File: src/rtl/vga_timing_gen.sv
// vga_timing_gen
// ----------------------------------------------------------------------------
// VGA timing and image-window address generator. A clock divider produces a
// one-clk pixel enable. Horizontal and vertical counters run across the
// regions active, front porch, sync and back porch. An image window of
// IMG_W x IMG_H buffer pixels, optionally shown 2x2, is placed at
// (IMG_X0, IMG_Y0) and clipped at the edge of the active area. Row and column
// read addresses are issued into the frame buffer for that window. Sync, active
// and window flags are delayed so that they line up with the returning
// ram_pixel data.
//
// Optional build macro:
//   VGA_BORDER_EN  active-area pixels outside the image window are shown as
//                  grey 12'h444 instead of black.
//
// Ports:
//   clk          system clock
//   rst_n        asynchronous active-low reset
//   scale2x      1 = each buffer pixel shown as 2x2 (sampled at frame start)
//   ram_pixel    frame-buffer data, RAM_LAT pixel ticks after the address
//   row_read     buffer row address (0 outside the window)
//   col_read     buffer column address (0 outside the window)
//   vga_hs/vs    sync outputs, active level SYNC_POL
//   vga_r/g/b    RGB444 colour
//   frame_start  one-clk pulse on the pixel tick where hc=0, vc=0
//   pix_ce       pixel enable, high for one clk every CLK_DIV clks
// ----------------------------------------------------------------------------
module vga_timing_gen #(
    parameter int CLK_DIV  = 4,
    parameter int H_ACTIVE = 640,
    parameter int H_FP     = 16,
    parameter int H_SYNC   = 96,
    parameter int H_BP     = 48,
    parameter int V_ACTIVE = 480,
    parameter int V_FP     = 10,
    parameter int V_SYNC   = 2,
    parameter int V_BP     = 33,
    parameter int SYNC_POL = 0,
    parameter int IMG_W    = 320,
    parameter int IMG_H    = 240,
    parameter int IMG_X0   = 0,
    parameter int IMG_Y0   = 0,
    parameter int RAM_LAT  = 1,
    parameter int PIX_W    = 12
) (
    input  logic             clk,
    input  logic             rst_n,
    input  logic             scale2x,
    input  logic [PIX_W-1:0] ram_pixel,
    output logic [7:0]       row_read,
    output logic [8:0]       col_read,
    output logic             vga_hs,
    output logic             vga_vs,
    output logic [3:0]       vga_r,
    output logic [3:0]       vga_g,
    output logic [3:0]       vga_b,
    output logic             frame_start,
    output logic             pix_ce
);

    localparam int H_TOTAL = H_ACTIVE + H_FP + H_SYNC + H_BP;
    localparam int V_TOTAL = V_ACTIVE + V_FP + V_SYNC + V_BP;
    localparam int HW      = $clog2(H_TOTAL);
    localparam int VW      = $clog2(V_TOTAL);
    localparam int DW      = (CLK_DIV > 1) ? $clog2(CLK_DIV) : 1;
    localparam logic SYNC_ON = (SYNC_POL != 0);

    // ------------------------------------------------------------------
    // Pixel-enable divider. The run flag keeps pix_ce low on the first clk
    // after reset so that CLK_DIV=1 still shows pix_ce=0 while in reset.
    // ------------------------------------------------------------------
    logic [DW-1:0] div_cnt;
    logic          run;

    always_ff @(posedge clk or negedge rst_n) begin
        if (!rst_n) begin
            div_cnt <= '0;
            run     <= 1'b0;
        end else begin
            run <= 1'b1;
            if (div_cnt == DW'(CLK_DIV - 1)) div_cnt <= '0;
            else                             div_cnt <= div_cnt + DW'(1);
        end
    end

    assign pix_ce = run && (div_cnt == DW'(CLK_DIV - 1));

    // ------------------------------------------------------------------
    // Raster counters
    // ------------------------------------------------------------------
    logic [HW-1:0] hc;
    logic [VW-1:0] vc;
    logic          at_origin;

    assign at_origin = (hc == '0) && (vc == '0);

    always_ff @(posedge clk or negedge rst_n) begin
        if (!rst_n) begin
            hc <= '0;
            vc <= '0;
        end else if (pix_ce) begin
            if (hc == HW'(H_TOTAL - 1)) begin
                hc <= '0;
                if (vc == VW'(V_TOTAL - 1)) vc <= '0;
                else                        vc <= vc + VW'(1);
            end else begin
                hc <= hc + HW'(1);
            end
        end
    end

    assign frame_start = pix_ce && at_origin;

    // ------------------------------------------------------------------
    // Scale mode: latched once per frame. The origin pixel itself already
    // belongs to the new frame, so it uses the live input directly.
    // ------------------------------------------------------------------
    logic mode_q;
    logic mode_eff;

    always_ff @(posedge clk or negedge rst_n) begin
        if (!rst_n)           mode_q <= 1'b0;
        else if (frame_start) mode_q <= scale2x;
    end

    assign mode_eff = at_origin ? scale2x : mode_q;

    // ------------------------------------------------------------------
    // Region decode and window test. Offsets are computed unsigned, so a
    // pixel left of / above the origin wraps to a huge value and fails the
    // size compare without a separate lower-bound test.
    // ------------------------------------------------------------------
    logic [31:0] x_off, y_off, win_w, win_h;
    logic        active, in_win, hs_on, vs_on;
    logic [8:0]  col_addr;
    logic [7:0]  row_addr;

    always_comb begin
        x_off    = 32'(hc) - 32'(IMG_X0);
        y_off    = 32'(vc) - 32'(IMG_Y0);
        win_w    = mode_eff ? 32'(2 * IMG_W) : 32'(IMG_W);
        win_h    = mode_eff ? 32'(2 * IMG_H) : 32'(IMG_H);
        active   = (32'(hc) < 32'(H_ACTIVE)) && (32'(vc) < 32'(V_ACTIVE));
        in_win   = active && (x_off < win_w) && (y_off < win_h);
        hs_on    = (32'(hc) >= 32'(H_ACTIVE + H_FP)) &&
                   (32'(hc) <  32'(H_ACTIVE + H_FP + H_SYNC));
        vs_on    = (32'(vc) >= 32'(V_ACTIVE + V_FP)) &&
                   (32'(vc) <  32'(V_ACTIVE + V_FP + V_SYNC));
        col_addr = mode_eff ? x_off[9:1] : x_off[8:0];
        row_addr = mode_eff ? y_off[8:1] : y_off[7:0];
    end

    // ------------------------------------------------------------------
    // Address register plus delay line for {hs, vs, active, in_win}.
    // Stage RAM_LAT is valid in the same tick as the matching ram_pixel.
    // ------------------------------------------------------------------
    logic [3:0] dly [RAM_LAT+1];
    logic [3:0] tap;

    always_ff @(posedge clk or negedge rst_n) begin
        if (!rst_n) begin
            row_read <= '0;
            col_read <= '0;
            for (int i = 0; i <= RAM_LAT; i++) dly[i] <= '0;
        end else if (pix_ce) begin
            row_read <= in_win ? row_addr : 8'd0;
            col_read <= in_win ? col_addr : 9'd0;
            dly[0]   <= {hs_on, vs_on, active, in_win};
            for (int i = 1; i <= RAM_LAT; i++) dly[i] <= dly[i-1];
        end
    end

    assign tap = dly[RAM_LAT];

    // ------------------------------------------------------------------
    // Output register
    // ------------------------------------------------------------------
    logic [PIX_W-1:0] color_q;

    always_ff @(posedge clk or negedge rst_n) begin
        if (!rst_n) begin
            vga_hs  <= ~SYNC_ON;
            vga_vs  <= ~SYNC_ON;
            color_q <= '0;
        end else if (pix_ce) begin
            vga_hs <= tap[3] ? SYNC_ON : ~SYNC_ON;
            vga_vs <= tap[2] ? SYNC_ON : ~SYNC_ON;
            if (!tap[1])     color_q <= '0;
            else if (tap[0]) color_q <= ram_pixel;
`ifdef VGA_BORDER_EN
            else             color_q <= PIX_W'(12'h444);
`else
            else             color_q <= '0;
`endif
        end
    end

    assign vga_r = color_q[PIX_W-1 -: 4];
    assign vga_g = color_q[PIX_W-5 -: 4];
    assign vga_b = color_q[PIX_W-9 -: 4];

endmodule

File: config.mk
export PLATFORM = sky130hd
export DESIGN_NAME = vga_timing_gen
export DESIGN_NICKNAME = d
export VERILOG_FILES = /design/src/rtl/vga_timing_gen.sv
export SDC_FILE = /design/constraint.sdc
export NUM_CORES = 1
export LEC_CHECK = 0
export CORE_MARGIN = 2
export CORE_UTILIZATION = 45
export CTS_CLUSTER_SIZE = 40
export DETAILED_ROUTE_END_ITERATION = 6
export GPL_TIMING_DRIVEN = 0
export MAX_ROUTING_LAYER = met4
export PLACE_DENSITY = 0.68
export SETUP_SLACK_MARGIN = 0.4
export SYNTH_ARGS = -nofsm -noshare
export SYNTH_HDL_FRONTEND = slang
export SYNTH_SLANG_ARGS = --single-unit
File: constraint.sdc
create_clock -name clk -period 4.4 [get_ports clk]
set_clock_uncertainty 0.15 [all_clocks]
set_input_delay 0.88 -clock clk [delete_from_list [all_inputs] [get_ports clk]]
set_output_delay 0.88 -clock clk [all_outputs]
set_load 0.05 [all_outputs]
* Yosys cells after proc, flatten, opt, wreduce, memory -nomap -nowiden
Index checks and enable logic that the tools add are counted.
** Storage, ports and cells
- Register bits after elaboration :: 63
- Bits of input ports :: 15
- Logic and storage cells :: 51
** Cells by class
- $add $sub $neg :: 3
- Order comparisons :: 8
- Eq/ne operators :: 3
- Mux-type cells :: 14
- Reduce and logical (&&, ||, !) cells :: 11
** Operators with widths (count)
- $mux W10 :: 3
- $mux W9 :: 3
- $mux W12 :: 2
- $add A10 B1 Y10 const B :: 2
- $eq A10 B10 Y1 const B :: 2
- $logic_not A10 Y1 :: 2
- $lt A10 B10 Y1 const B :: 2
- $lt A10 B9 Y1 const B :: 2
- $mux W8 :: 2
- $ge A10 B10 Y1 const B :: 1
- $ge A10 B9 Y1 const B :: 1
- $lt A10 B10 Y1 :: 1
- $lt A10 B9 Y1 :: 1
- $logic_and A1 B1 Y1 :: 8
- $mux W1 :: 3
- $add A2 B1 Y2 const B :: 1
- $eq A2 B2 Y1 const B :: 1
- $mux W2 :: 1
- $reduce_and A2 Y1 :: 1

* Logic depth before layout (Yosys ltp)
Gate-level depths: netlist of run 1.
- Word-level depth :: 8
- Gate-level depth with buffers :: 14
- Gate-level depth less buffers :: 12

* Least setup slack after synthesis of run 1
OpenSTA, ideal clock, no wires.
- Path kind :: reg-to-reg
- Start :: reg vc[5]
- End :: reg col_read[0]
- Data arrival time :: 3.124 ns
- Slack :: 1.059 ns
- Cell stages (with the launch flop) :: 11
- Cells stage by stage :: dfrtp_1 or4_4 or2_1 nor4_4 or2_1 buf_4 ha_1 o21ai_0 or4b_4 nor3_2 a221o_1
** Between the ends
- Cells in the longest elaborated chain, start to end :: 8
- Elaborated cells on any way between the ends :: 13
- Those cells by class :: order compare (3); mux (5); reduce/logical (5)
** Ends and longest elaborated chain
- start, declared :: line 92 : logic [VW-1:0] vc;
- start signal, assigned :: line 105 : else vc <= vc + VW'(1);
- $logic_not A10 Y1 :: line 95 : assign at_origin = (hc == '0) && (vc == '0);
- $logic_and A1 B1 Y1 :: line 95
- $mux W1 :: line 126 : assign mode_eff = at_origin ? scale2x : mode_q;
- $mux W10 :: line 141 : win_w = mode_eff ? 32'(2 * IMG_W) : 32'(IMG_W);
- $lt A10 B10 Y1 :: line 144 : in_win = active && (x_off < win_w) && (y_off < win_h);
- $logic_and A1 B1 Y1 (2 in a row) :: line 144
- $mux W9 (*) :: line 167 : col_read <= in_win ? col_addr : 9'd0;
- end signal, assigned :: line 167
- end, declared :: line 51 : output logic [8:0] col_read,
Every way passes the cells marked *; elsewhere a longest branch is shown, timed or not.
A chain may end at the register's enable or synchronous reset.

* Final worst setup path of run 1
- Start :: reg vc[1]
- End :: out frame_start
** Between the ends
- Cells in the longest elaborated chain, start to end :: 3
** Ends and longest elaborated chain
- $logic_not A10 Y1 :: line 95
- $logic_and A1 B1 Y1 :: line 95
- $logic_and A1 B1 Y1 :: line 112 : assign frame_start = pix_ce && at_origin;
- end, declared :: line 57 : output logic frame_start,
Every way passes these cells.

==> results of run 1 <==
## per-layer routing
| layer | vias up | share of wire [%] | routed length (um) | GRT usage, % |
|---|---|---|---|---|
| li1 | 1155 | - | - | - |
| met1 | 1187 | 49 | 3530 | 29.8 |
| met2 | 52 | 46 | 3260 | 29.6 |
| met3 | 9 | 3.7 | 267 | 5.00 |
| met4 | 0 | 1.2 | 87 | 7.55 |
| met5 | - | 0 | 0 | - |
## flip-flops by register name (all words and copies together) (netlist names), 2 cells and up
name / cells
col_read: 9
color_q: 12
div_cnt: 2
dly: 4
hc: 10
row_read: 8
tap: 4
vc: 10
## layout make-up
cell class / instances / area [um^2]
sequential: 63 / 1580
inverter: 7 / 26.3
buffer: 19 / 174
multi-input combinational: 193 / 1400
clock buffer: 13 / 169
timing repair buffer: 48 / 475
fill: 582 / 2810
tap: 96 / 120
clock inverter: 3 / 40.0
## cells in the mapped netlist, types with 5 or more instances
library cell	n	area (um^2)
nand4_1	6	37.5
xnor2_1	5	43.8
nand2_1	29	109
mux2_2	7	78.8
nor4_1	5	31.3
nor2b_1	5	31.3
nor2_1	13	48.8
inv_1	7	26.3
clkbuf_1	5	18.8
nand3_1	6	30.0
a221o_1	9	90.1
dfrtp_1	61	1530
a31o_1	7	61.3
ha_1	6	75.1
o21ai_0	16	80.1
buf_6	6	67.6
xor2_1	5	43.8
clkbuf_8	5	68.8
a22o_1	19	166
## metrics by stage
stage	power, uW	utilization [%]
finish	1640	58.6
CTS	1650	58.2
global placement	1120	55.1
global route	1720	58.6
floorplan	991	-
detailed placement	1120	55.1
## worst register-to-register path, cell delays in order, from the launching register on
cell and delay (ns):
dfrtp_1 0.42, inv_1 0.16, ha_1 0.16, or2b_2 0.33, nor4_4 0.31, a21boi_2 0.15
or2_1 0.26, buf_4 0.17, ha_1 0.28, o21ai_0 0.10, or4b_4 0.54, nor3_4 0.32
a221o_1 0.22
## worst min path at each step
stage	from	endpoint	slack [ns]	depth (start not counted)
6_report	tap[3]	vga_hs	0.28	1
5_1_grt	div_cnt[0]	div_cnt[0]	0.31	1
4_1_cts	tap[3]	vga_hs	0.28	1
3_5_place_dp	tap[3]	vga_hs	0.27	1
3_3_place_gp	tap[3]	vga_hs	0.26	1
2_1_floorplan	div_cnt[0]	div_cnt[0]	0.25	1
## power by group through the flow
stage	clock network [uW]	registers [uW]	logic [uW]
after detailed placement	0	692	426
final	527	681	431
after global routing	562	688	467
after floorplan	0	785	206
after CTS	540	682	428
after global placement	0	690	426
## what timing repair did
item,CTS,global route
buffers inserted,0,1
setup endpoints to repair,0,12
resized for setup,0,3
## cell families after synthesis
kind of cell / synth area share (%)
AND/OR/NAND/NOR: 18.4
flip-flops: 50.0
multiplexers: 2.50
adder cells (fa/ha/maj): 2.38
XOR/XNOR: 2.78
AO/OA/AOI/OAI: 17.4
buffers and inverters: 6.34
other: 0.119
==> summary.txt, run 1 <==
Global route
  • Largest net degree at the start of global routing: 64
  • Tot GR Track Use: 21.1%
  • Grt total ovfl: 0
  • First-pass GRT wire length: 11.9 mm
  • Vias in the first global route: 2286
  • Initial antenna violation count: 0

Worst setup path
  • CP Max Fanout: 5
  • Worst path required time: 3.37 ns
  • Cell family with most CP delay: buffers and inverters
  • WS Path Type: reg2out
  • Critical path origin: vc[1]
  • CP Buf/Inv Count: 2
  • Worst EP arrival: 2.79 ns
  • Cell count of the worst reg-to-reg path: 12
  • CP Depth: 6
  • CP cell instances: inv_1 > ha_1 > or2b_2 > nor4_4 > and3_2 > clkdlybuf4s50_1
  • Crit path launch type: flip-flop
  • CP Capture Point: frame_start
  • Crit end category: output pin
  • R2R Path Start: vc[1]
  • Slowest CP cell: clkdlybuf4s50_1
  • Slowest stage delay, CP: 0.81 ns
  • Internal reg-to-reg setup slack: 0.76 ns
  • Worst R2R End: row_read[5]

Cells and area
  • Ant diodes: 0
  • Layout Nets: 362
  • Final instance area: 3980 um^2
  • Layout cell share with drive strength beyond 1: 16.5%
  • Commonest non-fill, non-tap cell in the layout: dfrtp_1
  • Area grow syn2layout: 26.2%
  • Final std cells w/o fill: 442
  • Commonest non-fill, non-tap cells in the layout: 61 x dfrtp_1, 46 x clkdlybuf4s50_1, 29 x nand2_1

Timing
  • Hold Fails Final Rpt: 0
  • Tcrit/Tclk final: 86.8%
  • # setup viols final: 0
  • Rel. slew slack: 46.9%
  • Fin worst setup slack: 0.580 ns
  • Slew Limit Fails: 0
  • TNS Setup: 0 ns
  • Fmax: 262 MHz
  • Crit path time final: 3.82 ns
  • Hold WS: 0.278 ns
  • Unrepaired setup endpoints after global routing: false
  • Slew @ Worst Pin: 0.796 ns

Synth
  • Post-synth top flop: dfrtp_1
  • Post-synth EDFFs: 0
  • Post-Synthesis Cell Area: 3160 um^2
  • Seq cells post-synth: 63
  • Syn Nets: 303
  • Seq/Total Area, Yosys: 50.0%
  • Synth warn: 0
  • Cells after Synth: 282
  • Synth unique cells: 54
  • Async set-reset flop share out of synthesis: 100%
  • Syn avg cell area: 11.2 um^2

Detailed routing
  • Avg Vias per Cell: 5.44
  • 1st-iter DRT viols: 146
  • Vias: 2403
  • Avg WL per Cell: 16.2 um
  • Drt total wl: 7.15 mm
  • Pre-Repair DR Iteration Count: 4
  • Detail Route Antenna Nets: 0
  • # DRC: 0

Power and ir drop
  • Clk pwr share: 32.1%
  • Sw Ratio: 31.2%
  • Peak VDD IR: 0.274 mV
  • Cell Pwr Density: 412 nW/um^2
  • Pleak: 0.00178 uW
  • Internal Power: 1130 uW
  • Sequential fraction of design power: 41.6%
  • Net Switching: 511 uW
  • Comb power frac: 26.3%

Floorplanning
  • Die Area: 7700 um^2
  • Ports: 48
  • CORE AREA: 6790 um^2
  • Initial core utilization: 46.4%
  • Die width: 87.7 um
  • Die height: 87.7 um
  • Num rows: 30

Clock network
  • TritonCTS Buffers: 9
  • Reg clk slew, reported paths: 0.07 ns
  • Clock Tree Buf Depth: 2
  • H-tree depth: 3
  • Root buffer cell: clkbuf_8
  • Hold_buf cts: 0
  • TritonCTS clock tree: built
  • Sink Count: 63
  • Clk_lat worst skew: 0.35 ns

Status
  • Outcome: finished clean

Placed design
  • PortBufs: 47
  • Place WS: 0.467 ns
  • Routability congestion estimate: 0.813
  • Dpl cell area: 3740 um^2
  • DP HPWL: 4.83 mm
  • Inst Count DP: 425

Min path
  • Min-Delay Path Class: reg2reg

Flow run
  • Max-cap check violation count: 0
Note: power is estimated with default switching activity, not from simulation.
==> inputs of run 2 (changes only) <==
Settings changed: CAP_MARGIN set to 20, PLACE_DENSITY 0.68 to 0.73, SLEW_MARGIN set to 0.
==> summary.txt, run 2 (synthesis gave the netlist of run 1 again) <==
Placed design
  • Routability congestion estimate: 0.862
  • Place WS: 0.412 ns
  • PortBufs: 47
  • DP HPWL: 4.97 mm

Cells and area
  • Layout Nets: 361
  • Ant diodes: 0
  • Layout cell share with drive strength beyond 1: 16.2%
  • Largest registers: color_q x12, hc x10, vc x10
  • Commonest non-fill, non-tap cell in the layout: dfrtp_1
  • Most flops, register: color_q
  • FILL cells: 570
  • Largest register FFs: 12
  • Commonest non-fill, non-tap cells in the layout: 61 x dfrtp_1, 46 x clkdlybuf4s50_1, 29 x nand2_1
  • Area grow syn2layout: 25.7%

Timing
  • Unrepaired setup endpoints after global routing: false
  • Fin worst setup slack: 0.557 ns
  • Hold Fails Final Rpt: 0
  • Tcrit/Tclk final: 87.3%
  • TNS Setup: 0 ns
  • Slew @ Worst Pin: 0.785 ns
  • Slew Limit Fails: 0
  • Rel. slew slack: 47.7%
  • # setup viols final: 0
  • Fmax: 260 MHz
  • Crit path time final: 3.84 ns

Worst setup path
  • Cell family with most CP delay: buffers and inverters
  • Internal reg-to-reg setup slack: 0.58 ns
  • CP cell instances: inv_1 > ha_1 > or2b_2 > nor4_4 > and3_2 > clkdlybuf4s50_1
  • CP Buf/Inv Count: 2
  • CP Max Fanout: 5
  • Slowest CP cell: clkdlybuf4s50_1
  • Worst EP arrival: 2.81 ns
  • R2R Path Start: vc[1]
  • Worst R2R End: row_read[6]
  • Crit end category: output pin
  • Cell count of the worst reg-to-reg path: 12
  • WS Path Type: reg2out
  • Slowest stage delay, CP: 0.81 ns
  • Worst path required time: 3.37 ns
  • Crit path launch type: flip-flop

Min path
  • Hold wc startpoint: tap[3]
  • Hold Path Stages: 1
  • Min-Delay Path Class: reg2reg
  • Hold Path End: vga_hs

Detailed routing
  • Pre-Repair DR Iteration Count: 4
  • 1st-iter DRT viols: 189
  • Avg Vias per Cell: 5.54
  • Top layer used by detailed routing: met4
  • M1 WL: 3.47 mm
  • Avg WL per Cell: 16.6 um
  • Vias: 2442
  • Detail Route Antenna Nets: 0
  • DR WL met2: 3.33 mm
  • Metal3 WL: 333 um
  • Drt total wl: 7.34 mm
  • # DRC: 0

Clock network
  • Root buffer cell: clkbuf_8
  • H-tree depth: 3
  • Postcts setup bufs: 0
  • Sink Count: 63
  • TritonCTS clock tree: built
  • Clock Tree Buf Depth: 2
  • Reg clk slew, reported paths: 0.07 ns
  • PostCTS Resize Cnt: 0
  • Clk_lat worst skew: 0.34 ns
  • TritonCTS Buffers: 9
  • Hold_buf cts: 0

Global route
  • First-pass GRT wire length: 12.4 mm
  • Tot GR Track Use: 21.6%
  • Initial antenna violation count: 0
  • Vias in the first global route: 2492
  • Largest net degree at the start of global routing: 64
  • Grt total ovfl: 0

Floorplanning
  • Die height: 87.7 um
  • Ports: 48
  • CORE AREA: 6790 um^2
  • Die Area: 7700 um^2
  • Die width: 87.7 um
  • Num rows: 30
  • Initial core utilization: 46.4%

Power and ir drop
  • Cell Pwr Density: 409 nW/um^2
  • Pleak: 0.00177 uW
  • Peak VDD IR: 0.181 mV

Status
  • Outcome: finished clean

Flow run
  • Max-cap check violation count: 0
run 2: cell count changes in the layout (fill, tap and decap cells not counted), sizes merged:
| cell | previous run | this run |
|---|---|---|
| clkbuf | 23 | 22 |
| buf | 11 | 10 |
| clkinv | 2 | 3 |
run 2: report_power, final:
group          total, uW  switching (uW)  internal [uW]
clock                508             218            290
combinational        433             252            181
sequential           681            42.2            639
run 2: layout make-up:
| class | count | area, um^2 | area share (%) |
|---|---|---|---|
| inverters | 7 | 26.3 | 0.662 |
| well taps | 96 | 120 | 3.03 |
| clock buffers | 12 | 155 | 3.91 |
| clock inverters | 4 | 45.0 | 1.14 |
| repair buffers | 47 | 468 | 11.8 |
| plain buffers | 19 | 174 | 4.38 |
| flip-flops and latches | 63 | 1580 | 39.8 |
| multi-input cells | 193 | 1400 | 35.3 |
run 2: per-layer routing:
metal / vias up / GRT usage [%]
li1: 1151 / -
met1: 1209 / 30.1
met2: 62 / 30.5
met3: 20 / 4.05
met4: 0 / 9.93
met5: - / -
run 2: worst max path at each step:
stage | start | depth (start not counted) | endpoint
after detailed placement | scale2x | 10 | row_read[5]
after CTS | vc[1] | 12 | row_read[6]
after floorplan | vc[5] | 10 | col_read[0]
after global placement | rst_n | 1 | col_read[0]
after global routing | vc[1] | 14 | row_read[6]
final | vc[1] | 6 | frame_start
run 2: per-stage QoR:
| stage | total power (uW) | hold slack, ns | cells | cell area, um^2 | utilization (%) |
|---|---|---|---|---|---|
| final | 1620 | 0.282 | 441 | 3970 | 58.4 |
| after CTS | 1630 | 0.290 | 441 | 3940 | 58.0 |
| after floorplan | 991 | 0.253 | 282 | 3160 | - |
| after global routing | 1710 | 0.312 | 441 | 3970 | 58.4 |
| after global placement | 1110 | 0.263 | 425 | 3750 | 55.1 |
| after detailed placement | 1120 | 0.281 | 425 | 3740 | 55.1 |
